### src/rtl/dram_rd_fetch.sv
// dram_rd_fetch: strided single-word DRAM read burst engine. Outstanding reads are
// credit-limited against a first-word fall-through return FIFO, so returns never overflow it.
module dram_rd_fetch #(
    parameter int unsigned DATA_WIDTH   = 32,
    parameter int unsigned ADDR_WIDTH   = 18,
    parameter int unsigned LEN_WIDTH    = 12,
    parameter int unsigned STRIDE_WIDTH = 10,
    parameter int unsigned FIFO_DEPTH   = 8
) (
    input  logic                    clk,
    input  logic                    rst,
    input  logic                    start,
    input  logic [ADDR_WIDTH-1:0]   base_addr,
    input  logic [LEN_WIDTH-1:0]    len,
    input  logic [STRIDE_WIDTH-1:0] stride,
    output logic                    busy,
    output logic                    done,
    output logic                    dram_en_rd,
    output logic [ADDR_WIDTH-1:0]   dram_addr_rd,
    input  logic                    dram_valid,
    input  logic [DATA_WIDTH-1:0]   dram_data_rd,
    output logic                    out_valid,
    output logic [DATA_WIDTH-1:0]   out_data,
    input  logic                    out_ready
);

    // FIFO_DEPTH is a power of two >= 2, so pointers wrap naturally.
    localparam int unsigned PtrW = $clog2(FIFO_DEPTH);
    localparam int unsigned CntW = PtrW + 1;

    typedef enum logic [1:0] {StIdle, StFetch, StDrain, StDone} state_e;

    state_e                  state_q, state_d;
    logic [LEN_WIDTH-1:0]    len_q;
    logic [STRIDE_WIDTH-1:0] stride_q;
    logic [ADDR_WIDTH-1:0]   next_addr_q;
    logic [LEN_WIDTH-1:0]    issued_q;
    logic [LEN_WIDTH-1:0]    popped_q;
    logic [CntW-1:0]         inflight_q;
    logic                    en_q;
    logic [ADDR_WIDTH-1:0]   addr_q;
    logic                    busy_q;
    logic                    done_q;

    logic [DATA_WIDTH-1:0]   mem_q [FIFO_DEPTH];
    logic [PtrW-1:0]         wr_ptr_q;
    logic [PtrW-1:0]         rd_ptr_q;
    logic [CntW-1:0]         count_q;
    logic [DATA_WIDTH-1:0]   last_q;

    logic            start_accept;
    logic            active;
    logic            push_req;
    logic            push;
    logic            pop;
    logic            fifo_full;
    logic [CntW:0]   occupancy;
    logic            credit_ok;
    logic            issue;
    logic            last_issue;

    assign start_accept = (state_q == StIdle) && start && !done_q;
    assign active       = (state_q == StFetch) || (state_q == StDrain);
    assign push_req     = dram_valid && active;
    assign fifo_full    = (count_q == CntW'(FIFO_DEPTH));
    assign pop          = out_valid && out_ready;
    // A full FIFO can still take a return in a cycle that also pops.
    assign push         = push_req && (!fifo_full || pop);

    // A pop this cycle frees a slot before any new request can return (latency >= 1),
    // so it is credited immediately; this keeps 1 word/cycle up to latency FIFO_DEPTH-1.
    assign occupancy  = {1'b0, inflight_q} + {1'b0, count_q} - {{CntW{1'b0}}, pop};
    assign credit_ok  = (occupancy < (CntW + 1)'(FIFO_DEPTH));
    assign issue      = (state_q == StFetch) && (issued_q < len_q) && credit_ok;
    assign last_issue = issue && (issued_q == len_q - LEN_WIDTH'(1));

    // Next-state logic for the burst sequencer.
    always_comb begin
        state_d = state_q;
        unique case (state_q)
            StIdle: begin
                if (start_accept) begin
                    state_d = (len == '0) ? StDone : StFetch;
                end
            end
            StFetch: begin
                if (last_issue) begin
                    state_d = StDrain;
                end
            end
            StDrain: begin
                if ((inflight_q == '0) && (count_q == '0) && (popped_q == len_q)) begin
                    state_d = StDone;
                end
            end
            StDone: begin
                state_d = StIdle;
            end
            default: begin
                state_d = StIdle;
            end
        endcase
    end

    // State, burst parameters, issue/pop/in-flight counters and registered outputs.
    always_ff @(posedge clk or posedge rst) begin
        if (rst) begin
            state_q     <= StIdle;
            len_q       <= '0;
            stride_q    <= '0;
            next_addr_q <= '0;
            issued_q    <= '0;
            popped_q    <= '0;
            inflight_q  <= '0;
            en_q        <= 1'b0;
            addr_q      <= '0;
            busy_q      <= 1'b0;
            done_q      <= 1'b0;
        end else begin
            state_q <= state_d;
            busy_q  <= (state_d == StFetch) || (state_d == StDrain);
            // done trails the DONE state by one cycle; start is held off while it is high.
            done_q  <= (state_q == StDone);
            en_q    <= issue;

            if (start_accept) begin
                len_q       <= len;
                stride_q    <= stride;
                next_addr_q <= base_addr;
                issued_q    <= '0;
                popped_q    <= '0;
            end else begin
                if (issue) begin
                    addr_q      <= next_addr_q;
                    next_addr_q <= next_addr_q + ADDR_WIDTH'(stride_q);
                    issued_q    <= issued_q + LEN_WIDTH'(1);
                end
                if (pop) begin
                    popped_q <= popped_q + LEN_WIDTH'(1);
                end
            end

            if (issue && !push_req) begin
                inflight_q <= inflight_q + CntW'(1);
            end else if (!issue && push_req) begin
                inflight_q <= inflight_q - CntW'(1);
            end
        end
    end

    // Return FIFO storage, pointers and occupancy; last_q keeps the most recent head.
    always_ff @(posedge clk or posedge rst) begin
        if (rst) begin
            for (int i = 0; i < int'(FIFO_DEPTH); i++) begin
                mem_q[i] <= '0;
            end
            wr_ptr_q <= '0;
            rd_ptr_q <= '0;
            count_q  <= '0;
            last_q   <= '0;
        end else begin
            if (push) begin
                mem_q[wr_ptr_q] <= dram_data_rd;
                wr_ptr_q        <= wr_ptr_q + PtrW'(1);
            end
            if (pop) begin
                last_q   <= mem_q[rd_ptr_q];
                rd_ptr_q <= rd_ptr_q + PtrW'(1);
            end
            count_q <= count_q + CntW'(push) - CntW'(pop);
        end
    end

    assign busy         = busy_q;
    assign done         = done_q;
    assign dram_en_rd   = en_q;
    assign dram_addr_rd = addr_q;
    assign out_valid    = (count_q != '0);
    assign out_data     = out_valid ? mem_q[rd_ptr_q] : last_q;

    // A return arriving with the FIFO full and no pop would be lost.
    assert property (@(posedge clk) disable iff (rst) !(push_req && fifo_full && !pop));

endmodule

### config.mk
export PLATFORM = sky130hd
export DESIGN_NAME = dram_rd_fetch
export DESIGN_NICKNAME = d
export VERILOG_FILES = /design/src/rtl/dram_rd_fetch.sv
export SDC_FILE = /design/constraint.sdc
export NUM_CORES = 1
export LEC_CHECK = 0
export ABC_AREA = 1
export CORE_UTILIZATION = 55
export CTS_CLUSTER_DIAMETER = 150
export DETAILED_ROUTE_END_ITERATION = 8
export GPL_TIMING_DRIVEN = 0
export PLACE_DENSITY = 0.81
export SYNTH_ARGS = -nofsm -noshare
export SYNTH_HDL_FRONTEND = slang
export SYNTH_SLANG_ARGS = --single-unit
export TNS_END_PERCENT = 1
### constraint.sdc
create_clock -name clk -period 21.9 [get_ports clk]
set_clock_uncertainty 0.05 [all_clocks]
set_input_delay 3.285 -clock clk [delete_from_list [all_inputs] [get_ports clk]]
set_output_delay 3.285 -clock clk [all_outputs]
set_load 0.005 [all_outputs]
==> reports/results.tsv <==
metric	value	unit
io pins	131	
number of flops mapped to enable cells by yosys	0	
vias in the first global route	16860	
CTS tree	yes	
top cells by area, synth	dfrtp_1, nand2_1, o21ai_0, nor2_1, ha_1	
combinational group share of total power	46.6	%
Layout area overhead	17.26	%
Register Area	0.009734	mm^2
Syn Area/Cell	8.540	um^2
synth cell count leaders	nand2_1, o21ai_0, dfrtp_1	
Initial Utilization	55.85	%
Hold Path End	dram_addr_rd[2]$_DFFE_PP0P_	
# port buffers	130	
worst-path fanout max	10	
Vias	16930	
CTS Sinks	389	
syn_nets	2318	
synth unique cells	47	
async set-reset flop share out of synthesis	100.0	%
crit path DAT	3.67	ns
Placer Congestion	0.9142	
clock share of power	18.7	%
DRT Pass-1 Iters	8	
max frequency	142.9	MHz
total gr overflow	0	
post-synthesis cell count	2193	
Multi-input gate area	0.007990	mm^2
first-pass GRT wire length	88.06	mm
worst hold slack	0.4208	ns
placed cell area	0.02068	mm^2
minimum clock period	7.000	ns
Hold Crit Class	flop to flop	
Via-to-Cell Ratio	5.944	
status	finished clean	
cells on worst reg2reg path	24	
relative slew slack	35.21	%
CTS Root Cell	clkbuf_16	
Req. time, crit path	18.57	ns
sequential share of power	34.7	%
Sw Share	42.06	%
Slew Limit Fails	0	
DRC viols	0	
post-CTS sizing	0	
Mapped Area	0.01873	mm^2
Longest Clk Path Bufs	3	
Core ar.	0.03353	mm^2
Hold Path Cell Cnt	2	
number of fill cells	2689	
Psw	0.001504	W
# setup viols final	0	
final WL	54.81	mm
Int Pwr	0.002071	W
Worst Slack Setup Final	14.90	ns
Tot Pwr	0.003575	W
Top FF cell, synth	dfrtp_1	
Critical R2R Capture	inflight_q[3]$_DFFE_PP0P_	
share of the synthesized area in the top cell type	51.97	%
Hold Path Origin	dram_addr_rd[2]$_DFFE_PP0P_	
FF+latch count, synth	389	
r2r setup slk	18.31	ns
Std-Cell Rows	67	
Setup WS pre-CTS	15.30	ns
DIE HEIGHT	186.5	um
Total GRT Usage	31.56	%
max-cap viol count	0	
Reg clk slew, reported paths	0.06	ns
Leak Pwr	10.13	nW
fin crit share	31.96	%
maximum resistive drop on vdd	0.08829	mV
register area share after synthesis	51.97	%
initial DRC count	1743	
CP startpoint kind	flop	
leading area contributor after synthesis	dfrtp_1	
hold buffer count at cts	0	
setup TNS after final layout	0	ns
postcts setup bufs	0	
Final #Nets	2495	
Ant. Diodes	0	
cts bufs inserted	42	
H-tree Lvls	2	
antenna-violating nets left	0	
RSZ-0062 raised after global routing	no	
Worst-Margin Slew	0.9719	ns
antenna violations before repair	0	
dominant cell by count in the synthesized netlist	nand2_1	
share of post-route cells with drive strength above 1	4.792	%
RR Startpoint	count_q[2]$_DFF_PP0_	
Hold Violations, Final	0	
worst-skew pair later-pin latency	0.53	ns
Die ar.	0.03480	mm^2
dpl hpwl	37.70	mm
routed length per placed instance	19.25	um
largest net degree at the start of global routing	109	
crit end category	output port	
Yosys warnings	0	
Power Dens Cells	162.8	mW/mm^2
Finished Cell Area	0.02196	mm^2
width of the die	186.5	um
worst setup path class	flop to output port	
## layout make-up
cell class                 count  share of cell area [%]
sequential                   389                   44.33
multi-input combinational   1548                   36.38
timing repair buffer         133                   6.301
clock buffer                  65                   5.595
tap                          448                   2.552
buffer                       127                   2.370
inverter                     129                   2.239
clock inverter                 9                  0.2336
## metal layers
metal	GRT usage, %	wire [um]
met4	15.04	2504
met1	42.41	22500
met5	0	0
met2	50.44	25130
met3	4.928	4683
## cells in the final DEF (no fill, tap or decap), types with 7 or more instances in the layout
cell / count
a21oi_1: 33
nor3_1: 16
ha_1: 45
xnor2_1: 8
nand2_1: 581
clkbuf_8: 7
o221ai_1: 32
clkinv_2: 7
nand3_1: 39
buf_2: 23
o21ai_1: 41
dfrtp_1: 389
clkbuf_1: 110
o211ai_1: 7
buf_1: 7
o32ai_1: 32
clkbuf_16: 43
xor2_1: 24
nand4_1: 11
inv_1: 122
nor2_1: 176
mux2i_1: 32
clkdlybuf4s50_1: 130
o21ai_0: 420
## how the worst max path moves through the flow
stage                                  startpoint                        end  slack (ns)  cells past startpoint
after global placement                        rst     mem_q[144]$_DFFE_PP0P_        3.48                      2
after floorplan                               rst             busy$_DFF_PP0_        7.75                      1
after global routing      rd_ptr_q[0]$_DFFE_PP0P_                out_data[0]       14.81                      8
after detailed placement                out_ready  inflight_q[3]$_DFFE_PP0P_       15.30                     22
after CTS                 rd_ptr_q[0]$_DFFE_PP0P_               out_data[31]       14.97                      8
final                     rd_ptr_q[0]$_DFFE_PP0P_                out_data[0]       14.90                      8
## power by group through the flow
| stage | Combinational, W | Clock, W | Sequential [W] |
|---|---|---|---|
| after global placement | 0.00157 | 0 | 0.00122 |
| after global routing | 0.00185 | 0.000701 | 0.00127 |
| after floorplan | 0.00107 | 0 | 0.00119 |
| after CTS | 0.00164 | 0.000674 | 0.00123 |
| after detailed placement | 0.00163 | 0 | 0.00124 |
| final | 0.00167 | 0.000670 | 0.00124 |
## state kept, by name, indices dropped and copies added (netlist names), 10 cells and up
name          flops
issued_q         12
last_q           32
stride_q         10
next_addr_q      18
mem_q           256
dram_addr_rd     18
len_q            12
popped_q         12
## cell families after synthesis
group,count (synthesis),share of synthesized area (%)
xor+xnor,33,1.617
simple gates,849,18.49
buf+inv,256,5.364
flops,389,51.97
compound gates,586,17.52
fa+ha+maj,48,3.327
mux,32,1.710
## critical path, stage by stage (launching register included)
cell and delay (ns):
dfrtp_1 0.44, clkinv_1 0.16, clkbuf_1 0.53, clkbuf_1 0.67
nor2_1 0.08, o32ai_1 0.19, o21ai_0 0.15, o21ai_0 0.34
clkdlybuf4s50_1 0.57
## per-stage QoR
stage / util (%) / std cells
after floorplan: - / 2193
final: 65.49 / 2848
after CTS: 65.49 / 2848
after global placement: 61.41 / 2771
after detailed placement: 61.68 / 2774
after global routing: 65.49 / 2848
(Power assumes the default switching activity.)
==> RTL edit (same settings) <==
The 4 states of `state_e` get a Gray code encoding in 2 bits.
--- a/src/rtl/dram_rd_fetch.sv
+++ b/src/rtl/dram_rd_fetch.sv
@@ -28,7 +28,7 @@
     localparam int unsigned PtrW = $clog2(FIFO_DEPTH);
     localparam int unsigned CntW = PtrW + 1;
 
-    typedef enum logic [1:0] {StIdle, StFetch, StDrain, StDone} state_e;
+    typedef enum logic [1:0] {StIdle = 2'b00, StFetch = 2'b01, StDrain = 2'b11, StDone = 2'b10} state_e;
 
     state_e                  state_q, state_d;
     logic [LEN_WIDTH-1:0]    len_q;
Check against the original RTL: no difference found for any inputs over 4 cycles, from zero or initial values and one cycle with rst high; so few cycles prove little.
==> RTL edit against the unedited design <==
Total power fell by 15%. Worst hold slack better by 8.5 ps. Critical path depth grew 13. Setup slack better by 84 ps. Final area grew 1.4%. Utilization is 0.44 points higher. Sequential cell count decreased by 1. Area after synthesis increased by 1.6%. Wire length rose by 2.8%. Critical path type is now in -> reg.
==> RTL edit: results (changes against the unedited design) <==
yosysSeqAreaShare: 0.510  # -0.00938
wl_per_cell_um: 18.9  # -2.0%
fin_crit_sh: 0.316  # -0.00385
slew_headroom: 0.503  # +0.151
fillCellCount: 2793  # +3.9%
dp.cells: 2917  # +5.2%
synth_top_cell_area_share: 0.510  # -0.00938
first_pass_iters: 6  # -2
synth_area_leaders: "dfrtp_1 (51%), nand2_1 (12%), o21ai_0 (8.9%), nor2_1 (5.0%), o21ai_1 (4.3%)"
num_vias: 17700  # +4.3%
gp_congestion: 0.920  # +0.62%
outcome: "finished clean"
stdcell_count: 2988  # +4.9%
cp_data_arrival_time_ps: 7310  # +3640 ps
final_nets: 2635  # +5.6%
path_class: "in -> reg"
crit_slowest_cell: "clkinv_1"
cp_slowest_stage_delay_ps: 470  # -200 ps
post_cts_buffers: 0  # unchanged
drt_iter0_markers: 2080  # +19%
grt_max_degree: 89  # -18%
clock_latency_ps: 570  # +40 ps
clk_pin_slew_ps: 60  # about the same
antenna_found_initial: 1  # +1
irDropWorstVdd_uv: 92.7  # +5.0%
yosysUniqueCellTypes: 36  # -23%
path_max_fanout: 11  # +1
layout-drive-gt1-share: 0.0524  # +0.00445
synth_nets: 2457  # +6.0%
grt_pass1_vias: 17300  # +2.4%
p_leak_nw: 10.4  # +3.1%
grt_usage: 0.322  # +0.00619
grt_pass1_wl_um: 90500  # +2.8%
syn-instance-count: 2335  # +6.5%
dpl.hpwl_um: 39200  # +4.0%
ys_top_cells_by_count: "nand2_1 (597), dfrtp_1 (388), o21ai_0 (340), nor2_1 (253), o21ai_1 (165)"
[RTL edit: power breakdown]
group / internal [mW] / leakage (nW) / switching, mW / total, mW
Combinational: 0.472 / 4.90 / 0.752 / 1.22
Sequential: 0.982 / 4.91 / 0.149 / 1.13
Clock: 0.378 / 0.633 / 0.299 / 0.677
Total: 1.83 / 10.4 / 1.20 / 3.03
[RTL edit: final timing paths]
path / from / end / slack, ps / cells past startpoint
min in group asynchronous: rst / popped_q[8] / 3120 / 2
worst min register to register: mem_q[166] / mem_q[166] / 430 / 2
worst max-delay path: out_ready / inflight_q[3] / 14980 / 21
worst max register to register: count_q[2] / inflight_q[3] / 17380 / 23
max in group asynchronous: rst / mem_q[54] / 17130 / 5
worst min-delay path: mem_q[166] / mem_q[166] / 430 / 2
[RTL edit: stage by stage]
step	instance area, um2	setup slack (ps)	hold slack [ps]
after global placement	20900	3460	410
final	22300	14980	429
after floorplan	19000	7780	398
after CTS	22300	14990	432
after global routing	22300	14740	448
after detailed placement	21000	14430	417
[RTL edit: cells by family (layout without fill, tap and decap cells)]
logic type / count (synthesis) / after routing / share of synthesized area
AOI/OAI and AO/OA: 597 / 597 / 0.170
xor gates and xnor gates: 38 / 38 / 0.0175
adders and majority gates: 45 / 45 / 0.0308
buffers and inverters: 274 / 479 / 0.0577
DFF: 388 / 388 / 0.510
and+or+nand+nor: 993 / 993 / 0.214
[RTL edit: tightest hold or removal path, stage by stage (launching register included)]
cell and delay, ps:
dfrtp_1 340, nand2_1 50, o21ai_0 60
[RTL edit: final cells by class]
cell class,instances,area share
repair buffers,134,0.0634
clock buffers,60,0.0534
well taps,448,0.0252
clock inverters,11,0.00365
flip-flops and latches,388,0.436
inverters,138,0.0236
plain buffers,136,0.0261
multi-input cells,1673,0.369
[RTL edit: per-layer routing]
layer	track usage	wire (um)	vias to the layer above
met5	0	8	-
met4	0.129	1970	2
met3	0.0558	5120	164
met2	0.528	26600	882
met1	0.425	22700	8542
li1	-	-	8070
